<file path="config.mk">
export PLATFORM = sky130hd
export DESIGN_NAME = memory_top
export DESIGN_NICKNAME = d
export VERILOG_FILES = /design/src/rtl/memory_top.sv
export SDC_FILE = /design/constraint.sdc
export NUM_CORES = 1
export LEC_CHECK = 0
export CAP_MARGIN = 5
export CORE_ASPECT_RATIO = 0.6
export CORE_MARGIN = 2
export CORE_UTILIZATION = 43
export CTS_BUF_LIST = sky130_fd_sc_hd__clkbuf_4
export DETAILED_ROUTE_END_ITERATION = 16
export HOLD_SLACK_MARGIN = 0.08
export PLACE_DENSITY = 0.89
export SLEW_MARGIN = 20
export SYNTH_ARGS = -nofsm -noshare
export SYNTH_HDL_FRONTEND = slang
export SYNTH_SLANG_ARGS = --single-unit
export TNS_END_PERCENT = 5
</file>
<file path="constraint.sdc">
create_clock -name clk -period 2.7 [get_ports clk]
set_input_delay 0.27 -clock clk [delete_from_list [all_inputs] [get_ports clk]]
set_output_delay 0.27 -clock clk [all_outputs]
set_load 0.05 [all_outputs]
</file>
<file path="src/rtl/memory_top.sv">
// Memory stage: req/ack data-memory bus with lane steering, load extraction,
// bounded-wait abort and the M/W pipeline register.
module memory_top #(
    parameter int DATA_WIDTH = 32,
    parameter int ADDR_WIDTH = 5,
    parameter int TIMEOUT    = 16
) (
    input  logic                  clk,
    input  logic                  reset,
    input  logic                  RegWriteM,
    input  logic [1:0]            ResultSrcM,
    input  logic                  MemWriteM,
    input  logic [2:0]            MemoryOpM,
    input  logic [DATA_WIDTH-1:0] ALUResultM,
    input  logic [DATA_WIDTH-1:0] WriteDataM,
    input  logic [ADDR_WIDTH-1:0] RdM,
    input  logic [DATA_WIDTH-1:0] PCPlus4M,
    input  logic                  MemAck,
    input  logic [DATA_WIDTH-1:0] MemRData,
    output logic                  MemReq,
    output logic                  MemWe,
    output logic [DATA_WIDTH-1:0] MemAddr,
    output logic [DATA_WIDTH-1:0] MemWData,
    output logic [3:0]            MemStrb,
    output logic                  StallM,
    output logic                  BusErr,
    output logic                  MisalignErr,
    output logic                  RegWriteW,
    output logic [1:0]            ResultSrcW,
    output logic [DATA_WIDTH-1:0] ALUResultW,
    output logic [DATA_WIDTH-1:0] ReadDataW,
    output logic [ADDR_WIDTH-1:0] RdW,
    output logic [DATA_WIDTH-1:0] PCPlus4W
);

    typedef enum logic [0:0] {
        S_IDLE = 1'b0,
        S_REQ  = 1'b1
    } state_t;

    localparam logic [7:0] CNT_LAST = 8'(TIMEOUT - 1);

    state_t      r_state;
    logic [7:0]  r_cnt;
    logic [2:0]  r_op;
    logic [1:0]  r_off;
    logic        r_load;

    logic        w_access;
    logic        w_misalign;
    logic        w_start;
    logic        w_last;
    logic        w_stall;
    logic [1:0]  w_off;

    function automatic logic is_misaligned(input logic [2:0] op, input logic [1:0] off);
        logic bad;
        case (op[1:0])
            2'b00:   bad = 1'b0;
            2'b01:   bad = off[0];
            default: bad = (off != 2'b00);
        endcase
        return bad;
    endfunction

    function automatic logic [3:0] store_strobe(input logic [2:0] op, input logic [1:0] off,
                                                input logic store);
        logic [3:0] strb;
        case (op[1:0])
            2'b00:   strb = 4'b0001 << off;
            2'b01:   strb = 4'b0011 << off;
            default: strb = 4'b1111;
        endcase
        return store ? strb : 4'b0000;
    endfunction

    function automatic logic [31:0] store_lanes(input logic [2:0] op, input logic [31:0] wd);
        logic [31:0] d;
        case (op[1:0])
            2'b00:   d = {4{wd[7:0]}};
            2'b01:   d = {2{wd[15:0]}};
            default: d = wd;
        endcase
        return d;
    endfunction

    function automatic logic [31:0] load_extract(input logic [2:0] op, input logic [1:0] off,
                                                 input logic [31:0] rd);
        logic [31:0] sh;
        logic [31:0] d;
        sh = rd >> {off, 3'b000};
        case (op[1:0])
            2'b00:   d = op[2] ? {24'h000000, sh[7:0]}  : {{24{sh[7]}}, sh[7:0]};
            2'b01:   d = op[2] ? {16'h0000, sh[15:0]}   : {{16{sh[15]}}, sh[15:0]};
            default: d = rd;
        endcase
        return d;
    endfunction

    assign w_off      = ALUResultM[1:0];
    assign w_access   = MemWriteM | (ResultSrcM == 2'b01);
    assign w_misalign = is_misaligned(MemoryOpM, w_off);
    assign w_start    = (r_state == S_IDLE) & w_access & ~w_misalign;
    assign w_last     = (r_cnt == CNT_LAST);
    assign StallM     = w_stall;

    // Stall: held through the launch cycle and every unacknowledged REQ cycle but the last.
    always_comb begin
        w_stall = 1'b0;
        if (!reset) begin
            w_stall = 1'b0;
        end else if (r_state == S_IDLE) begin
            w_stall = w_start;
        end else begin
            w_stall = ~MemAck & ~w_last;
        end
    end

    // Bus FSM, wait counter, sticky flags and the M/W register.
    always_ff @(posedge clk) begin
        if (!reset) begin
            r_state     <= S_IDLE;
            r_cnt       <= 8'd0;
            r_op        <= 3'b000;
            r_off       <= 2'b00;
            r_load      <= 1'b0;
            MemReq      <= 1'b0;
            MemWe       <= 1'b0;
            MemAddr     <= 32'h0;
            MemWData    <= 32'h0;
            MemStrb     <= 4'b0000;
            BusErr      <= 1'b0;
            MisalignErr <= 1'b0;
            RegWriteW   <= 1'b0;
            ResultSrcW  <= 2'b00;
            ALUResultW  <= 32'h0;
            ReadDataW   <= 32'h0;
            RdW         <= '0;
            PCPlus4W    <= 32'h0;
        end else begin
            ResultSrcW <= ResultSrcM;
            ALUResultW <= ALUResultM;
            RdW        <= RdM;
            PCPlus4W   <= PCPlus4M;
            case (r_state)
                S_IDLE: begin
                    r_cnt     <= 8'd0;
                    ReadDataW <= 32'h0;
                    if (w_start) begin
                        r_state   <= S_REQ;
                        r_op      <= MemoryOpM;
                        r_off     <= w_off;
                        r_load    <= ~MemWriteM;
                        MemReq    <= 1'b1;
                        MemWe     <= MemWriteM;
                        MemAddr   <= {ALUResultM[31:2], 2'b00};
                        MemWData  <= store_lanes(MemoryOpM, WriteDataM);
                        MemStrb   <= store_strobe(MemoryOpM, w_off, MemWriteM);
                        RegWriteW <= 1'b0;
                    end else begin
                        MemReq    <= 1'b0;
                        RegWriteW <= RegWriteM & ~(w_access & w_misalign);
                        if (w_access & w_misalign) begin
                            MisalignErr <= 1'b1;
                        end
                    end
                end
                S_REQ: begin
                    if (MemAck) begin
                        r_state   <= S_IDLE;
                        r_cnt     <= 8'd0;
                        MemReq    <= 1'b0;
                        RegWriteW <= RegWriteM;
                        ReadDataW <= r_load ? load_extract(r_op, r_off, MemRData) : 32'h0;
                    end else if (w_last) begin
                        // Abort: retire the instruction without a register write.
                        r_state   <= S_IDLE;
                        r_cnt     <= 8'd0;
                        MemReq    <= 1'b0;
                        BusErr    <= 1'b1;
                        RegWriteW <= 1'b0;
                        ReadDataW <= 32'h0;
                    end else begin
                        r_cnt     <= r_cnt + 8'd1;
                        RegWriteW <= 1'b0;
                    end
                end
                default: begin
                    r_state   <= S_IDLE;
                    r_cnt     <= 8'd0;
                    MemReq    <= 1'b0;
                    RegWriteW <= 1'b0;
                end
            endcase
        end
    end

endmodule

</file>
==> Word-level counts from Yosys, hierarchy flattened <==
Cells that the tools add are included.
{ "classes": {"n_reduce_logical": 6, "eq_ne": 5, "shift": 3, "n_addsub": 1, "n_mux": 26, "bitwise": 13} }
{ "op_table": {"columns": ["cell", "n"], "rows": [
  ["case mux 32 bit (2 select lines)", 3],
  ["two-way mux 32 bit", 5],
  [">> shifter 32 x 5 -> 16 bit", 1],
  ["two-way mux 8 bit", 2],
  ["case mux 8 bit (2 select lines)", 1],
  ["two-way mux 1 bit", 9],
  ["adder 8 x 1 -> 8 bit (second input constant)", 1],
  ["equality test 8 x 4 -> 1 bit (second input constant)", 1],
  ["case mux 1 bit (2 select lines)", 4],
  ["case mux 4 bit (2 select lines)", 1],
  ["inverter 1 bit", 7],
  ["equality test 2 x 1 -> 1 bit (second input constant)", 3],
  ["AND reduction 3 bit", 2],
  ["AND 1 bit", 5],
  ["zero test 2 bit", 2],
  ["two-way mux 4 bit", 1],
  ["<< shifter 1 x 2 -> 4 bit (first input constant)", 1],
  ["<< shifter 2 x 2 -> 4 bit (first input constant)", 1],
  ["!= test 3 x 2 -> 1 bit (second input constant)", 1],
  ["AND reduction 2 bit", 1],
  ["nonzero test 2 bit", 1],
  ["bitwise OR 1 bit", 1]
]} }
{ "word_totals": {"in_bits": 143, "reg_bits": 189, "word_cells": 72} }

==> Logic depth before layout (Yosys ltp) <==
{ "logic_depth": {"word_depth": 7, "depth_mapped": 7, "depth_no_buf": 5} }

==> Worst setup path after synthesis <==
Ideal clock, no wire load.
{ "synth_path": {"kind": "input-to-output", "from": "in MemWriteM", "to": "out StallM", "required_time_ns": 2.430, "arrival_time_ns": 1.737, "slack_ns": 0.693, "path_stages": 5, "path_buffers": 3, "path_cell_list": "clkbuf_1 > o221a_2 > clkbuf_1 > clkbuf_1 > o21a_1"} }
{ "synth_between": {"elab_chain_cells": 5} }
{ "synth_lines": {"columns": ["item", "line_no", "rtl"], "rows": [
  ["start, declared", "12", "input logic MemWriteM,"],
  ["bitwise OR 1 bit", "101", "assign w_access = MemWriteM | (ResultSrcM == 2'b01);"],
  ["AND 1 bit (2 in series)", "103", "assign w_start = (r_state == S_IDLE) & w_access & ~w_misalign;"],
  ["two-way mux 1 bit", "112", "end else if (r_state == S_IDLE) begin"],
  ["two-way mux 1 bit", "110", "if (!reset) begin"],
  ["end, declared", "25", "output logic StallM,"]
]} }
No other way between the ends.

==> Final worst setup path <==
{ "layout_path": {"from": "in MemoryOpM[0]", "to": "out StallM"} }
{ "layout_between": {"elab_chain_cells": 6} }
{ "layout_lines": {"columns": ["item", "line_no", "rtl"], "rows": [
  ["start, declared", "13", "input logic [2:0] MemoryOpM,"],
  ["equality test 2 x 1 -> 1 bit / zero test 2 bit (equally long branches)", "58", "case (op[1:0])"],
  ["case mux 1 bit (2 select lines) *", "58", null],
  ["inverter 1 bit *", "103", null],
  ["AND 1 bit *", "103", null],
  ["two-way mux 1 bit *", "112", null],
  ["two-way mux 1 bit *", "110", null]
]} }
Mark *: on every way between the ends. The rest lies on a longest branch, timed or not.

==> impl_metrics.yaml <==
routing:
  drt_iter0_drc: 535
  drt-total-wl_um: 21300
  wl_per_cell_um: 16.9
  vias_per_cell: 5.07
  first_pass_iters: 5
  ant_nets: 0
  vias: 6364
  drcViolationCount: 0
pwr:
  powerDensity_nw_per_um2: 552
  ir_worst_vdd_mv: 0.366
  p_leak_nw: 4.18
critical_path:
  cp_data_arrival_time_ns: 2.11
  r2r_end: "ReadDataW[18]$_SDFFE_PN0P_"
  ff2ff_path_depth: 5
  cp-start-kind: "primary input"
  rr_startpoint: "r_off[0]$_SDFFE_PN0P_"
  rrSetupSlack_ns: 0.59
  required_ns: 2.43
  cp-end-kind: "output pin"
  path_max_fanout: 11
  crit_type: "in -> out"
floorplan:
  core_um2: 16200
  ioPinCount: 320
  die-area_um2: 17600
  dieWidth_um: 170
  die_y_um: 104
  core.rowCount: 36
  initial_utilization: 0.439
hold_path:
  worstHoldStart: "MemoryOpM[2]"
  hold_path_class: "in -> reg"
  holdPathEnd: "r_op[2]$_SDFFE_PN0P_"
  hold_depth: 3
clock_network:
  cts_tree: "yes"
  hold_buffers: 0
  root_buffer: "clkbuf_4"
  cts_max_path_buffers: 2
  cts_sinks: 189
  cts_setup_buffers: 0
  cts_buffers: 17
  htree_levels: 4
  cts_resized: 0
  clk_latency_ns: 0.55
  path_clk_slew_ns: 0.17
global_routing:
  grt_overflow_total: 0
  track_usage: 0.239
  grt_pass1_vias: 6204
  grt_max_degree: 103
  grt_pass1_wl_um: 33300
  antenna_found_initial: 2
synth:
  syn_area_per_cell_um2: 9.58
  synth_top_area_frac: 0.532
  synth_top_area_cell: "dfxtp_1"
  ys.warnings.count: 0
  ys.flop_type: "dfxtp_1"
  ys_async_sr_fraction: 0
  ys_types: 50
  syn_area_um2: 7110
  ys_top_cells_by_area: "dfxtp_1, nand2_1, and2_1"
  synth_seq_cells: 189
  syn_inst: 742
  ys_seq_area_frac: 0.532
  synth_edf_count: 0
timing:
  hold_viol_final: 0
  fin_crit_sh: 0.880
  fmax_mhz: 421
  setup-tns-final_ns: 0
  fin_skew_ns: 0.0347
  setup_viol: 0
  rsz0062_at_grt: "false"
  period_needed_ns: 2.38
  max_slew_margin: 0.379
  hold_ws_ns: 0.260
  tightest_slew_ns: 0.928
  drv_slew: 0
outcome:
  status: "finished clean"
finish:
  fin_area_um2: 10700
  fin_nets: 1176
  instances_no_fill: 1256
  layout-drive-gt1-share: 0.0584
  area_growth_pct: 50.5
place:
  dp_hpwl_um: 15500
  dp.cells: 1222
  place_congestion: 0.885
  portBuffers: 317
  placed_area_um2: 10400
job:
  maxCapViolations: 0
==> per-stage QoR <==
step / utilization / total power [mW] / setup slack [ns]
3_5_place_dp: 0.644 / 4.51 / 0.270
6_report: 0.660 / 5.91 / 0.324
4_1_cts: 0.660 / 5.96 / 0.302
2_1_floorplan: - / 3.89 / 0.693
3_3_place_gp: 0.644 / 4.49 / 0.310
5_1_grt: 0.660 / 6.18 / 0.200
==> registers in the layout, summed over array words and instances (netlist names), 2 cells and up <==
name / count
r_cnt: 8
ResultSrcW: 2
r_off: 2
PCPlus4W: 32
MemWData: 32
ALUResultW: 32
RdW: 5
MemAddr: 30
ReadDataW: 32
MemStrb: 4
r_op: 3
==> cell usage in the layout (no fill, tap or decap), drive strengths merged, types with 8 or more instances in the layout <==
master	synthesis	final
nand2	136	136
dfxtp	189	189
clkdlybuf4s50	0	314
nor2	19	19
a21boi	56	56
mux2i	26	26
o21ai	35	35
o211a	16	16
inv	16	26
buf	10	14
clkbuf	48	17
a21oi	18	18
nand3	12	12
nor2b	8	8
a221o	23	23
and2	72	72
==> cell type report <==
| class | count | area (um2) |
|---|---|---|
| fill | 1321 | 5510 |
| sequential | 189 | 3780 |
| timing repair buffer | 328 | 3300 |
| multi-input combinational | 480 | 3040 |
| tap | 209 | 262 |
| clock buffer | 17 | 128 |
| clock inverter | 15 | 126 |
| inverter | 16 | 60.1 |
| antenna | 2 | 5.00 |
==> Yosys cell counts, types with 2 or more instances <==
| cell type | n |
|---|---|
| and3_2 | 2 |
| o21ai_0 | 33 |
| a22o_2 | 2 |
| buf_1 | 2 |
| nor4_1 | 2 |
| nand3_1 | 12 |
| clkbuf_1 | 48 |
| o21a_1 | 3 |
| o211ai_1 | 4 |
| a21boi_0 | 56 |
| xnor2_1 | 2 |
| a221o_1 | 21 |
| mux2i_1 | 26 |
| o2bb2ai_1 | 6 |
| o211a_1 | 16 |
| nand2_1 | 136 |
| buf_6 | 5 |
| nor2_1 | 19 |
| dfxtp_1 | 189 |
| xor2_1 | 4 |
| a21oi_1 | 18 |
| mux2_4 | 2 |
| inv_1 | 16 |
| o21ai_1 | 2 |
| a221o_2 | 2 |
| a311oi_1 | 6 |
| o22ai_1 | 6 |
| and2_1 | 71 |
| o221ai_1 | 2 |
| buf_4 | 2 |
| nor2b_1 | 8 |
==> cells by family after synthesis <==
family          share of synthesized area
compound gates                      0.192
xor+xnor                          0.00739
fa+ha+maj                         0.00176
buf+inv                            0.0456
flops                               0.532
mux                                0.0456
other cells                      0.000527
simple gates                        0.175
==> how the worst max path moves through the flow <==
| stage | slack (ns) | to | from | depth (start not counted) |
|---|---|---|---|---|
| 2_1_floorplan | 0.69 | StallM | MemWriteM | 5 |
| 3_3_place_gp | 0.31 | MemStrb[3]$_SDFFE_PN0P_ | MemoryOpM[0] | 6 |
| 3_5_place_dp | 0.27 | MemStrb[0]$_SDFFE_PN0P_ | MemoryOpM[0] | 6 |
| 4_1_cts | 0.30 | StallM | MemoryOpM[0] | 5 |
| 5_1_grt | 0.20 | StallM | MemoryOpM[0] | 5 |
| 6_report | 0.32 | StallM | MemoryOpM[0] | 5 |
==> layer usage <==
layer  vias up  global-route usage  part of all wire
met5         -                   0                 0
met4         0              0.0562             0.014
met3        22              0.0898             0.094
met2       248               0.393              0.47
met1      2984               0.297              0.42
li1       3110                   -                 -
==> critical path, cell delays in order <==
cell	delay, ns
clkdlybuf4s50_1	0.42
nor2_1	0.72
o221a_4	0.39
o21a_1	0.16
buf_12	0.14
==> report_power, final <==
part	leakage (nW)	switching, mW	internal [mW]	total (mW)
Clock	0.143	1.05	0.404	1.45
Combinational	2.49	0.869	0.580	1.45
Sequential	1.55	0.0691	2.93	3.00
Note: power is estimated with default switching activity, not from simulation.
